**config.mk**
```make
export PLATFORM = sky130hd
export DESIGN_NAME = stopwatch_counter_ctrl
export DESIGN_NICKNAME = d
export VERILOG_FILES = /design/src/rtl/stopwatch_pkg.sv /design/src/rtl/stopwatch_bcd_digit.sv /design/src/rtl/stopwatch_counter_ctrl.sv
export SDC_FILE = /design/constraint.sdc
export NUM_CORES = 1
export LEC_CHECK = 0
export ABC_AREA = 1
export BUFFER_PORTS_ARGS = -buffer_cell sky130_fd_sc_hd__buf_2
export CORE_ASPECT_RATIO = 0.75
export CORE_MARGIN = 4
export CORE_UTILIZATION = 35
export DETAILED_ROUTE_END_ITERATION = 6
export SLEW_MARGIN = 20
export SYNTH_ARGS = -nofsm -noshare
export SYNTH_HDL_FRONTEND = slang
export SYNTH_SLANG_ARGS = --single-unit
```
**constraint.sdc**
```tcl
create_clock -name clk_i -period 3 [get_ports clk_i]
set_input_delay 0.6 -clock clk_i [delete_from_list [all_inputs] [get_ports clk_i]]
set_output_delay 0.6 -clock clk_i [all_outputs]
set_load 0.05 [all_outputs]
```
**src/rtl/stopwatch_pkg.sv**
```systemverilog
// Shared digit-select codes and BCD constants for the stopwatch datapath.
// No logic, no latency, no flow control.
package stopwatch_pkg;
    localparam int DIGIT_W = 4;

    typedef logic [DIGIT_W-1:0] bcd_t;

    localparam bcd_t BCD_MAX = 4'd9;

    // Must track the digit-setting FSM state encoding.
    localparam logic [2:0] SEL_NONE   = 3'd0;
    localparam logic [2:0] SEL_HUND   = 3'd1;
    localparam logic [2:0] SEL_TENTHS = 3'd2;
    localparam logic [2:0] SEL_SEC    = 3'd3;
    localparam logic [2:0] SEL_TENS   = 3'd4;
endpackage

```
**src/rtl/stopwatch_bcd_digit.sv**
```systemverilog
// One BCD digit: +1 mod 10 on carry-in or manual increment, carry-out on 9 with carry-in.
// Update one edge after cnt_en_i/inc_i; no backpressure.
module stopwatch_bcd_digit
    import stopwatch_pkg::*;
(
    input  logic               clk_i,
    input  logic               rstn_i,
    input  logic               cnt_en_i,
    input  logic               inc_i,
    output logic [DIGIT_W-1:0] digit_o,
    output logic               carry_o
);
    bcd_t digit_q, digit_d;

    // Values >= 10 cannot occur normally; treat them like 9 so they recover to 0.
    always_comb begin
        digit_d = digit_q;
        if (cnt_en_i || inc_i) begin
            digit_d = (digit_q >= BCD_MAX) ? '0 : digit_q + 4'd1;
        end
    end

    always_ff @(posedge clk_i) begin
        if (!rstn_i) begin
            digit_q <= '0;
        end else begin
            digit_q <= digit_d;
        end
    end

    assign digit_o = digit_q;
    assign carry_o = cnt_en_i && (digit_q == BCD_MAX);
endmodule

```
**src/rtl/stopwatch_counter_ctrl.sv**
```systemverilog
// Stopwatch core: 0.01 s prescaler, run/pause toggle, 4-digit BCD carry chain, manual digit set.
// Digits update one edge after tick/inc_i; pulse inputs, no backpressure.
module stopwatch_counter_ctrl
    import stopwatch_pkg::*;
#(
    parameter int TICK_DIV = 1_000_000
) (
    input  logic               clk_i,
    input  logic               rstn_i,
    input  logic               start_stop_i,
    input  logic [2:0]         sel_i,
    input  logic               inc_i,
    output logic               dev_run_o,
    output logic [DIGIT_W-1:0] hundredths_o,
    output logic [DIGIT_W-1:0] tenths_o,
    output logic [DIGIT_W-1:0] seconds_o,
    output logic [DIGIT_W-1:0] tens_o
);
    localparam int PW = $clog2(TICK_DIV);
    localparam logic [PW-1:0] PRESC_MAX = PW'(TICK_DIV - 1);

    localparam logic [0:0] ST_PAUSED  = 1'b0;
    localparam logic [0:0] ST_RUNNING = 1'b1;

    logic [0:0]    run_q, run_d;
    logic [PW-1:0] presc_q, presc_d;
    logic          tick;
    logic          sel_none;
    logic          man_inc;
    logic          carry_h, carry_t, carry_s, tens_carry_unused;

    assign sel_none = (sel_i == SEL_NONE) || (sel_i > SEL_TENS);
    assign tick     = (run_q == ST_RUNNING) && (presc_q == PRESC_MAX);
    assign man_inc  = inc_i && (run_q == ST_PAUSED);

    always_comb begin
        presc_d = presc_q;
        if (run_q == ST_RUNNING) begin
            presc_d = tick ? '0 : presc_q + 1'b1;
        end
    end

    // A start is refused while a digit is being set; a stop always wins.
    always_comb begin
        run_d = run_q;
        if (start_stop_i) begin
            if (run_q == ST_RUNNING) begin
                run_d = ST_PAUSED;
            end else if (sel_none) begin
                run_d = ST_RUNNING;
            end
        end
    end

    always_ff @(posedge clk_i) begin
        if (!rstn_i) begin
            run_q   <= ST_PAUSED;
            presc_q <= '0;
        end else begin
            run_q   <= run_d;
            presc_q <= presc_d;
        end
    end

    stopwatch_bcd_digit u_hund (
        .clk_i    (clk_i),
        .rstn_i   (rstn_i),
        .cnt_en_i (tick),
        .inc_i    (man_inc && (sel_i == SEL_HUND)),
        .digit_o  (hundredths_o),
        .carry_o  (carry_h)
    );

    stopwatch_bcd_digit u_tenths (
        .clk_i    (clk_i),
        .rstn_i   (rstn_i),
        .cnt_en_i (carry_h),
        .inc_i    (man_inc && (sel_i == SEL_TENTHS)),
        .digit_o  (tenths_o),
        .carry_o  (carry_t)
    );

    stopwatch_bcd_digit u_sec (
        .clk_i    (clk_i),
        .rstn_i   (rstn_i),
        .cnt_en_i (carry_t),
        .inc_i    (man_inc && (sel_i == SEL_SEC)),
        .digit_o  (seconds_o),
        .carry_o  (carry_s)
    );

    stopwatch_bcd_digit u_tens (
        .clk_i    (clk_i),
        .rstn_i   (rstn_i),
        .cnt_en_i (carry_s),
        .inc_i    (man_inc && (sel_i == SEL_TENS)),
        .digit_o  (tens_o),
        .carry_o  (tens_carry_unused)
    );

    assign dev_run_o = run_q;
endmodule

```
Word-level counts from Yosys, hierarchy flattened
Index checks and enable logic that the tools add are counted.

cells by class
  add/subtract/negate cells = 5
  multiply operators = 0
  divide/modulo/power cells = 0
  magnitude comparators = 5
  eq/ne operators = 8
  shifts and indexed selects = 0
  mux-type cells = 7
  bitwise gates (word level) = 1
  reductions and logical operators = 15

operators by type and width
  cell                                                                   number
  20-bit by 1-bit adder with 20-bit output, second input constant        1
  20-bit equality test, second input constant                            1
  20-bit 2-to-1 mux                                                      1
  4-bit by 1-bit adder with 4-bit output, second input constant          4
  4-bit >= comparator, second input constant                             4
  4-bit 2-to-1 mux                                                       4
  4-bit equality test, second input constant                             3
  1-bit logical AND                                                      9
  3-bit by 2-bit equality test with 1-bit output, second input constant  2
  1-bit logical OR                                                       5
  3-bit by 1-bit equality test with 1-bit output, second input constant  1
  3-bit equality test, second input constant                             1
  3-bit > comparator, second input constant                              1
  3-bit logical NOT                                                      1
  1-bit 2-to-1 mux                                                       2
  1-bit NOT                                                              1

word-level totals
  bits in registers = 37
  bits in latches = 0
  RAM bits = 0
  memory bits (read-only) = 0
  bits of input ports = 7
  output and inout bits = 17
  logic and storage cells = 47
  memories kept = 0

Logic depth before layout (Yosys ltp)
Gate-level depths: netlist of run 1.

  depth after elaboration = 6
  gate-level depth with buffers = 10

Hierarchy
From an unflattened synthesis of run 1, not the netlist that was laid out.

unflattened totals
  cells, all modules = 339
  area total of the unflattened synthesis = 2283.4 sq um

modules (own cells, without submodules)
  module                  times used  cells an instance  area an instance (sq um)  seq. area each (sq um)
  stopwatch_counter_ctrl  1           195                1252.5                    420.4
  stopwatch_bcd_digit     4           36                 257.7                     80.1

Worst setup path after synthesis of run 1
Ideal clock, no wire load.

  kind = register -> register
  start = reg u_tenths.digit_q[0], in the netlist u_tenths.digit_o[0]
  end = reg u_sec.digit_q[0], in the netlist u_sec.digit_o[0]
  library setup time = 0.119 ns
  arrival = 1.635 ns
  slack = 1.246 ns
  cell stages (with the launch flop) = 9
  path buffers = 0
  period minus slack after synthesis = 1.754 ns
  path through = dfxtp_1 -> ha_1 -> inv_1 -> nor3_1 -> nand4_2 -> nand2_2 -> nand2_1 -> nand2_1 -> nor2_1

between the ends
  longest elaborated chain between the ends = 3

RTL lines
  element                 RTL line                   RTL
  from (decl)             stopwatch_bcd_digit.sv:13  bcd_t digit_q, digit_d;
  from (signal assigned)  stopwatch_bcd_digit.sv:27  digit_q <= digit_d;
  4-bit equality test     stopwatch_bcd_digit.sv:32  assign carry_o = cnt_en_i && (digit_q == BCD_MAX);
  1-bit logical AND       stopwatch_bcd_digit.sv:32
  1-bit logical OR        stopwatch_bcd_digit.sv:18  if (cnt_en_i || inc_i) begin
  to (signal assigned)    stopwatch_bcd_digit.sv:27
  to (decl)               stopwatch_bcd_digit.sv:13

No other way between the ends.
A chain may end at the register's enable or synchronous reset.

Worst setup path in the final report of run 1
  start = reg presc_q[0]
  end = reg presc_q[15]

between the ends
  longest elaborated chain between the ends = 3
  elaborated cells between the ends (all ways) = 4
  classes of those cells = 1 x add/sub; 1 x eq/ne; 1 x mux; 1 x reduce/logical

RTL lines
  element                                                                           RTL line                      RTL
  from (decl)                                                                       stopwatch_counter_ctrl.sv:26  logic [PW-1:0] presc_q, presc_d;
  from (signal assigned)                                                            stopwatch_counter_ctrl.sv:61  presc_q <= presc_d;
  branches (longest 2 deep; another with 20-bit by 1-bit adder with 20-bit output)  --
  20-bit 2-to-1 mux (*)                                                             stopwatch_counter_ctrl.sv:39  presc_d = tick ? '0 : presc_q + 1'b1;

Mark *: on every way between the ends.

==> results of run 1 <==
## synth_stat cells (all sizes together), types with 3 or more instances
| cell type | instances |
|---|---|
| nor3 | 23 |
| nor2 | 49 |
| nand3 | 26 |
| inv | 42 |
| a21oi | 20 |
| nand4 | 9 |
| ha | 14 |
| a31oi | 4 |
| xor2 | 4 |
| buf | 3 |
| o21ai | 4 |
| xnor2 | 3 |
| nand2 | 58 |
| dfxtp | 37 |
## area by class of cell
| class | count | area (sq um) | share of cell area |
|---|---|---|---|
| Inverter | 43 | 164 | 0.0662 |
| Timing Repair Buffer | 23 | 115 | 0.0465 |
| Multi-Input combinational cell | 221 | 1270 | 0.514 |
| Sequential cell | 37 | 741 | 0.299 |
| Tap cell | 78 | 97.6 | 0.0394 |
| Clock buffer | 7 | 86.3 | 0.0348 |
## routing by layer
| metal | wire length [um] | up-vias | part of all wire | global-route usage |
|---|---|---|---|---|
| met3 | 247 | 5 | 0.051 | 0.0308 |
| met1 | 2570 | 906 | 0.53 | 0.199 |
| met2 | 1930 | 48 | 0.40 | 0.188 |
| met5 | 0 | - | 0 | 0 |
| met4 | 60 | 0 | 0.012 | 0.0450 |
| li1 | - | 1047 | - | - |
## registers in the layout (all words and copies together), names as in the netlist
name and cells:
presc_q 20, u_sec.digit_o 4, u_hund.digit_o 4, dev_run_o 1, u_tenths.digit_o 4, u_tens.digit_o 4
## worst max path at each step
stage,startpoint,cells past startpoint,endpoint,slack (ns)
2_1_floorplan,u_tenths.digit_o[0]$_SDFFE_PN0P_,8,u_sec.digit_o[0]$_SDFFE_PN0P_,1.25
3_3_place_gp,presc_q[0]$_SDFFE_PN0P_,10,presc_q[15]$_SDFFE_PN0P_,1.10
3_5_place_dp,presc_q[0]$_SDFFE_PN0P_,10,presc_q[15]$_SDFFE_PN0P_,1.04
4_1_cts,presc_q[0]$_SDFFE_PN0P_,10,presc_q[15]$_SDFFE_PN0P_,1.04
5_1_grt,presc_q[0]$_SDFFE_PN0P_,10,presc_q[15]$_SDFFE_PN0P_,0.78
6_report,presc_q[0]$_SDFFE_PN0P_,10,presc_q[15]$_SDFFE_PN0P_,1.04
## power by group through the flow
stage	registers (uW)	clock network (uW)	logic, uW
6_report	512	352	87.3
5_1_grt	513	388	97.6
4_1_cts	512	365	87.9
3_5_place_dp	523	0	87.6
3_3_place_gp	523	0	86.9
2_1_floorplan	539	0	49.3
## cells by family (layout without fill, tap and decap cells)
family	Yosys count	count (layout)	synth area share
AO/OA/AOI/OAI	32	32	0.0813
XOR/XNOR	7	7	0.0279
adder cells (fa/ha/maj)	14	14	0.0796
buffers and inverters	46	73	0.0847
flip-flops	37	37	0.337
AND/OR/NAND/NOR	168	168	0.390
## worst max-delay path: stages, from the launching register on
cell and delay [ns]:
dfxtp_1 0.38, ha_1 0.22, nand2_1 0.10, nor2_1 0.11
nand4_1 0.10, nor2_2 0.14, nand2_2 0.10, nand2_1 0.37
inv_1 0.17, o21ai_0 0.11, a21oi_1 0.05
## through the flow
step / power [uW] / cell area [sq um] / setup WS [ns]
final: 951 / 2480 / 1.04
after global routing: 999 / 2480 / 0.775
after CTS: 965 / 2480 / 1.04
after detailed placement: 611 / 2390 / 1.04
after global placement: 610 / 2390 / 1.10
after floorplan: 589 / 2200 / 1.25
==> flow_metrics.py, run 1 <==
metrics = {
    "layout": {
        "final_cell_mix": "48 x nand2_1, 44 x nor2_1, 38 x inv_1",
        "final_common_cell": "nand2_1",
        "drive_above_1_share": 0.187,
        "area_delta_synth_final_pct": 12.6,
        "diodes": 0,
        "utilization": 0.417,
        "num-fill-cells": 608,
        "layoutNonFillerInstCount": 409,
        "fin_nets": 352,
    },
    "clock_network": {
        "clock-sinks": 37,
        "cts_root_buf": "clkbuf_8",
        "cts_htree_levels": 2,
        "clkLatencyLatePin_ns": 0.29,
        "clockBufferDepth": 2,
        "cts_buffers": 5,
        "holdBufCountCts": 0,
        "cts_tree": "yes",
        "post_cts_resized": 0,
        "clkTransAtPathRegs_ns": 0.07,
        "post_cts_buffers": 0,
    },
    "global_routing": {
        "grt_pass1_wl_um": 8330,
        "grt_max_degree": 13,
        "grt_usage": 0.134,
        "overflow": 0,
        "grt_pass1_vias": 1790,
        "antenna_found_initial": 0,
    },
    "hold_path": {
        "hp-class": "reg -> reg",
        "worst_hold_startpoint": "presc_q[18]$_SDFFE_PN0P_",
        "holdPathEnd": "presc_q[18]$_SDFFE_PN0P_",
        "hold_depth": 2,
    },
    "power": {
        "power_frac_comb": 0.092,
        "power_density_nw_per_um2": 384,
        "p_sw_uw": 245,
        "p_clk_frac": 0.370,
        "power_frac_seq": 0.538,
        "netSwitchingFraction": 0.258,
        "p_leak_uw": 0.000990,
        "irDropWorstVdd_mv": 0.172,
        "intPower_uw": 706,
    },
    "yosys": {
        "synth_nets": 325,
        "synth-edff-count": 0,
        "yosys_most_used_dff": "dfxtp_1",
        "synthesis.area_sq_um": 2200,
        "synth_seq_area_share": 0.337,
        "synth_seq_cells": 37,
        "synth.area.top_cells": "dfxtp_1 34%, nand2_1 8.2%, ha_1 8.0%",
        "async_reset_ff_frac": 0,
        "syn_inst": 304,
        "syn_avg_cell_area_sq_um": 7.24,
        "ys_warn_count": 0,
        "synthDistinctLibCells": 36,
        "yosys.area.top_type": "dfxtp_1",
        "synth_top_area_frac": 0.337,
    },
    "timing": {
        "tns_ns": 0,
        "fin_worst_skew_ns": 0.00759,
        "rsz0062_at_grt": "no",
        "whs_ns": 0.505,
        "setup_viol": 0,
        "period_needed_ns": 1.96,
        "worst_pin_slew_ns": 0.516,
        "period_share": 0.654,
        "fmaxAchievable_ghz": 0.509,
        "slew_headroom": 0.653,
        "final_max_slew_viol_count": 0,
        "hold_viol_final": 0,
    },
    "floorplan": {
        "die_w_um": 99.6,
        "die_h_um": 76.7,
        "fp-row-count": 24,
        "start_util": 0.370,
        "die_area_sq_um": 7630,
        "io_pins": 24,
        "core_sq_um": 5950,
    },
    "setup_path": {
        "cp-end-kind": "flip-flop",
        "reg2regPathDepth": 10,
        "worstPathRequired_ns": 3.17,
        "worstReg2RegStart": "presc_q[0]$_SDFFE_PN0P_",
        "crit_path_start_kind": "flip-flop",
        "crit_fanout": 12,
        "r2r_slack_ns": 1.04,
        "rr_endpoint": "presc_q[15]$_SDFFE_PN0P_",
        "crit_arrival_ns": 2.14,
        "worst-setup-path-type": "reg -> reg",
    },
    "outcome": {
        "outcome": "finished, final reports clean",
    },
    "detailed_routing": {
        "ant_nets": 0,
        "drt_wl_total_um": 4810,
        "drt_iter0_markers": 76,
        "vias": 2006,
        "route.detailed.wl_per_inst_um": 11.8,
        "firstDrtPassIters": 4,
        "drc_errors": 0,
        "avgViaCountPerCell": 4.90,
    },
    "job": {
        "cap_violations": 0,
    },
    "place": {
        "port_buffers": 23,
        "dp_cells": 402,
        "hpwl_um": 3700,
        "place.gp.congestion": 0.776,
    },
}
(Power assumes the default switching activity.)
==> run 2, diff against run 1 <==
Settings changed: ABC_AREA 1 to 0.
Clock period 3 ns to 1.69 ns, I/O delays scaled along.
==> flow_metrics.py, run 2 <==
metrics = {
    "detailed_routing": {
        "drt_wl_total_um": 5120,
        "ant_nets": 0,
        "route.detailed.wl_per_inst_um": 13.3,
        "avgViaCountPerCell": 4.88,
        "drc_errors": 0,
        "drt_iter0_markers": 76,
        "vias": 1880,
        "firstDrtPassIters": 4,
    },
    "timing": {
        "fin_ws_ns": -0.0568,
        "hold_viol_final": 0,
        "slew_headroom": 0.685,
        "setup_viol": 4,
        "whs_ns": 0.360,
        "period_needed_ns": 1.75,
        "fin_worst_skew_ns": 0.0120,
        "period_share": 1.03,
        "final_max_slew_viol_count": 0,
        "fmaxAchievable_ghz": 0.572,
        "tns_ns": -0.0978,
        "rsz0062_at_grt": "yes",
        "worst_pin_slew_ns": 0.467,
    },
    "setup_path": {
        "r2r_slack_ns": -0.06,
        "worst-setup-path-type": "reg -> reg",
        "crit_fanout": 6,
        "crit_path_start_kind": "flip-flop",
        "worstReg2RegStart": "presc_q[15]$_SDFFE_PN0P_",
        "cp-end-kind": "flip-flop",
        "worstPathRequired_ns": 1.92,
        "rr_endpoint": "u_hund.digit_o[3]$_SDFFE_PN0P_",
        "reg2regPathDepth": 6,
        "crit_arrival_ns": 1.98,
    },
    "power": {
        "finalPower_uw": 1710,
        "power_density_nw_per_um2": 599,
        "p_leak_uw": 0.00122,
        "irDropWorstVdd_mv": 0.276,
    },
    "global_routing": {
        "grt_pass1_wl_um": 7840,
        "antenna_found_initial": 0,
        "overflow": 0,
        "grt_usage": 0.143,
        "grt_pass1_vias": 1615,
        "grt_max_degree": 19,
    },
    "floorplan": {
        "die_area_sq_um": 7120,
        "die_w_um": 96.1,
        "core_sq_um": 5500,
        "die_h_um": 74.1,
        "start_util": 0.371,
        "io_pins": 24,
        "fp-row-count": 23,
    },
    "layout": {
        "area_delta_synth_final_pct": 40.1,
        "fin_area_sq_um": 2860,
        "final_common_cell": "buf_4",
        "largest-register": "presc_q",
        "largest_reg_flops": 20,
        "fin_nets": 330,
        "drive_above_1_share": 0.374,
        "num-fill-cells": 487,
        "diodes": 0,
        "final_cell_mix": "38 x buf_4, 31 x nor2_1, 23 x buf_2",
        "utilization": 0.520,
    },
    "clock_network": {
        "holdBufCountCts": 0,
        "cts_root_buf": "clkbuf_8",
        "cts_tree": "yes",
        "cts_htree_levels": 2,
        "clock-sinks": 37,
        "clkLatencyLatePin_ns": 0.30,
        "clkTransAtPathRegs_ns": 0.08,
        "cts_buffers": 5,
        "clockBufferDepth": 2,
    },
    "yosys": {
        "synth_seq_cells": 37,
        "synth_top_area_frac": 0.363,
        "synth-edff-count": 0,
        "post-synth-top-count-cell": "dfxtp_1",
        "ys_warn_count": 0,
        "syn_avg_cell_area_sq_um": 8.46,
        "async_reset_ff_frac": 0,
        "synthTopCellsByCount": "37 x dfxtp_1, 33 x nor2_1, 25 x nand2_1",
        "synth_nets": 262,
        "synth.area.top_cells": "dfxtp_1 36%, ha_1 8.6%, nor2_1 6.1%",
        "yosys.area.top_type": "dfxtp_1",
        "synth_seq_area_share": 0.363,
        "syn_inst": 241,
        "synthDistinctLibCells": 45,
        "synthesis.area_sq_um": 2040,
        "yosys_most_used_dff": "dfxtp_1",
    },
    "place": {
        "hpwl_um": 3560,
        "place.gp.congestion": 0.792,
        "placed_cell_area_sq_um": 2520,
        "port_buffers": 23,
    },
    "hold_path": {
        "worst_hold_startpoint": "start_stop_i",
        "holdPathEnd": "dev_run_o$_SDFFE_PN0P_",
        "hold_depth": 3,
        "hp-class": "in -> reg",
    },
    "outcome": {
        "violations": "setup timing",
        "outcome": "finished, violations left",
    },
    "job": {
        "cap_violations": 0,
    },
}
[run 2: cell count changes after synthesis, sizes merged, moves of 6 or more]
| cell | delta |
|---|---|
| a21oi | -16 |
| xor2 | +10 |
| nand3 | -6 |
| nand2 | -33 |
| inv | -30 |
| nor2 | -15 |
| nor3 | -21 |
[run 2: worst max path at each step]
| stage | start | to | cells after the start |
|---|---|---|---|
| after CTS | presc_q[15]$_SDFFE_PN0P_ | u_tenths.digit_o[3]$_SDFFE_PN0P_ | 5 |
| after floorplan | presc_q[0]$_SDFFE_PN0P_ | u_tens.digit_o[3]$_SDFFE_PN0P_ | 6 |
| after global placement | presc_q[0]$_SDFFE_PN0P_ | u_tens.digit_o[3]$_SDFFE_PN0P_ | 6 |
| after detailed placement | presc_q[14]$_SDFFE_PN0P_ | u_sec.digit_o[2]$_SDFFE_PN0P_ | 5 |
| after global routing | presc_q[15]$_SDFFE_PN0P_ | u_hund.digit_o[3]$_SDFFE_PN0P_ | 6 |
| final | presc_q[15]$_SDFFE_PN0P_ | u_hund.digit_o[3]$_SDFFE_PN0P_ | 6 |
[run 2: cells by family after synthesis]
logic type,count (synthesis),share of synthesized area
simple gates,123,0.330
flops,37,0.363
compound gates,29,0.0951
xor+xnor,18,0.0773
buf+inv,17,0.0337
fa+ha+maj,14,0.0859
mux,3,0.0147
[run 2: per-layer routing]
metal | GRT usage | wire, um
met1 | 0.198 | 2520
met4 | 0.0473 | 51
met5 | 0 | 0
met2 | 0.220 | 2350
met3 | 0.0334 | 200
[run 2: cell type report]
cell class / count / area [sq um] / area share
clock buffer: 8 / 90.1 / 0.0315
inverter: 12 / 45.0 / 0.0158
multi-input combinational: 187 / 1380 / 0.484
sequential: 37 / 764 / 0.268
tap: 75 / 93.8 / 0.0329
timing repair buffer: 66 / 479 / 0.168
[run 2: stage by stage]
stage,std cells,setup slack (ns)
2_1_floorplan,241,-0.0628
3_3_place_gp,367,-0.0545
3_5_place_dp,367,-0.107
4_1_cts,378,-0.00102
5_1_grt,385,-0.112
6_report,385,-0.0568
[run 2: power breakdown]
group / internal [uW] / switching [uW] / total, uW
sequential: 880 / 16.1 / 896
combinational: 68.7 / 91.5 / 160
clock: 333 / 322 / 655
[run 2: timing repair]
item	in CTS	in global routing
cloned	0	1
buffers inserted	3	6
endpoints found under the setup margin	10	26
pin swaps	8	14
gates resized for setup	13	30
[run 2: critical path, cell delays in order, from the launching register on]
cell     delay, ns
dfxtp_2       0.32
or4b_4        0.57
nor2_4        0.22
buf_6         0.14
a21oi_4       0.07
or3_1         0.30
nand3_1       0.07
==> run 3, diff against run 2 <==
Settings changed: ABC_AREA 0 to 1.
==> flow_metrics.py, run 3 (synthesis gave the netlist of run 1 again) <==
metrics = {
    "outcome": {
        "outcome": "finished, final reports clean",
    },
    "detailed_routing": {
        "drc_errors": 0,
        "route.detailed.wl_per_inst_um": 12.1,
        "drt_wl_total_um": 5180,
        "avgViaCountPerCell": 4.73,
        "firstDrtPassIters": 4,
        "vias": 2018,
        "drt_iter0_markers": 73,
        "ant_nets": 0,
    },
    "layout": {
        "largest-register": "presc_q",
        "final_common_cell": "nor2_1",
        "drive_above_1_share": 0.272,
        "largest_reg_flops": 20,
        "num-fill-cells": 609,
        "fin_area_sq_um": 2710,
        "final_cell_mix": "42 x nor2_1, 39 x nand2_1, 38 x inv_1",
        "fin_nets": 369,
        "diodes": 0,
        "area_delta_synth_final_pct": 23.1,
    },
    "floorplan": {
        "die_area_sq_um": 7630,
        "core_sq_um": 5950,
        "io_pins": 24,
        "die_w_um": 99.6,
        "die_h_um": 76.7,
        "fp-row-count": 24,
        "start_util": 0.370,
    },
    "setup_path": {
        "crit_arrival_ns": 1.80,
        "max_stage_delay_ns": 0.37,
        "crit_path_start_kind": "flip-flop",
        "worst-path-buf-inv": 1,
        "crit_fanout": 4,
        "cp-end-kind": "flip-flop",
        "crit_chain": "ha_4, nand2_2, nor2_2, nand4_1, nor2_4, nand2_2, nand2_2, inv_1, o21ai_0, a21oi_1",
        "critPathSlowestCell": "dfxtp_4",
        "worstPathRequired_ns": 1.88,
        "crit_top_cell": "nand2_2",
        "path_delay_family": "simple AND/OR/NAND/NOR gates",
        "r2r_slack_ns": 0.08,
        "worst-setup-path-type": "reg -> reg",
    },
    "power": {
        "netSwitchingFraction": 0.274,
        "finalPower_uw": 1710,
        "intPower_uw": 1240,
        "p_sw_uw": 468,
        "power_frac_comb": 0.105,
        "p_clk_frac": 0.363,
        "power_frac_seq": 0.532,
        "power_density_nw_per_um2": 629,
        "irDropWorstVdd_mv": 0.294,
        "p_leak_uw": 0.00111,
    },
    "global_routing": {
        "antenna_found_initial": 0,
        "overflow": 0,
        "grt_usage": 0.145,
        "grt_pass1_wl_um": 8980,
        "grt_max_degree": 12,
        "grt_pass1_vias": 1875,
    },
    "timing": {
        "period_needed_ns": 1.61,
        "rsz0062_at_grt": "yes",
        "hold_viol_final": 0,
        "whs_ns": 0.227,
        "slew_headroom": 0.757,
        "setup_viol": 0,
        "worst_pin_slew_ns": 0.362,
        "final_max_slew_viol_count": 0,
        "period_share": 0.954,
        "fin_worst_skew_ns": 0.00624,
        "fmaxAchievable_ghz": 0.620,
    },
    "hold_path": {
        "hp-class": "in -> reg",
    },
    "clock_network": {
        "cts_htree_levels": 2,
        "clkTransAtPathRegs_ns": 0.08,
        "clock-sinks": 37,
        "cts_buffers": 5,
        "clkLatencyLatePin_ns": 0.30,
        "cts_tree": "yes",
        "holdBufCountCts": 0,
        "cts_root_buf": "clkbuf_8",
        "clockBufferDepth": 2,
    },
    "place": {
        "hpwl_um": 3970,
        "placed_cell_area_sq_um": 2510,
        "port_buffers": 23,
        "place.gp.congestion": 0.772,
    },
    "job": {
        "cap_violations": 0,
    },
}
## run 3: changes by cell type in the layout (fill, tap and decap cells not counted), sizes merged, moves of 6 or more
cell   change
xor2      -10
inv       +30
buf       -25
a21oi     +16
nor3      +21
nor2      +15
nand3      +6
nand2     +33
## run 3: area by class of cell
cell class / count / area, sq um / share of cell area
clock buffer: 8 / 80.1 / 0.0295
inverter: 43 / 164 / 0.0605
multi-input combinational: 221 / 1370 / 0.507
sequential: 37 / 752 / 0.277
tap: 78 / 97.6 / 0.0360
timing repair buffer: 40 / 243 / 0.0896
## run 3: layer usage
layer / vias up / track usage / routed length, um
met2: 33 / 0.186 / 1980
met5: - / 0 / 0
met4: 0 / 0.0450 / 41
met3: 5 / 0.0345 / 221
met1: 896 / 0.229 / 2940
li1: 1084 / - / -
## run 3: stage by stage
step / setup WS [ns] / cells / utilization / TNS (ns)
finish: 0.0780 / 427 / 0.456 / 0
global route: -0.0382 / 427 / 0.456 / -0.331
CTS: 0.0216 / 426 / 0.439 / 0
detailed placement: -0.0325 / 418 / 0.423 / -0.0618
global placement: 0.0129 / 418 / 0.423 / 0
floorplan: 0.0382 / 304 / - / 0
## run 3: path summary, 6_finish.rpt
path | start | endpoint | cells past startpoint
hold reg to reg | presc_q[18]$_SDFFE_PN0P_ | presc_q[18]$_SDFFE_PN0P_ | 2
setup reg to reg | presc_q[1]$_SDFFE_PN0P_ | presc_q[15]$_SDFFE_PN0P_ | 10
hold / removal | start_stop_i | dev_run_o$_SDFFE_PN0P_ | 2
setup / recovery | presc_q[1]$_SDFFE_PN0P_ | presc_q[15]$_SDFFE_PN0P_ | 10
## run 3: timing repair
| item | 4_1_cts | 5_1_grt |
|---|---|---|
| gates resized for setup | 2 | 25 |
| buffers inserted | 0 | 1 |
| pin swaps | 1 | 7 |
| setup endpoints to repair | 4 | 31 |
## run 3: power by group through the flow
stage | Sequential (uW) | Clock [uW] | Combinational, uW
global placement | 928 | 0 | 172
global route | 911 | 676 | 200
detailed placement | 928 | 0 | 173
CTS | 907 | 632 | 173
finish | 908 | 618 | 179
floorplan | 958 | 0 | 87.6
## run 3: worst reg2reg max path, cell delays in order (launching register included)
cell and delay, ns:
dfxtp_4 0.37, ha_4 0.16, nand2_2 0.06, nor2_2 0.12, nand4_1 0.14, nor2_4 0.18, nand2_2 0.11, nand2_2 0.13
inv_1 0.10, o21ai_0 0.09, a21oi_1 0.05
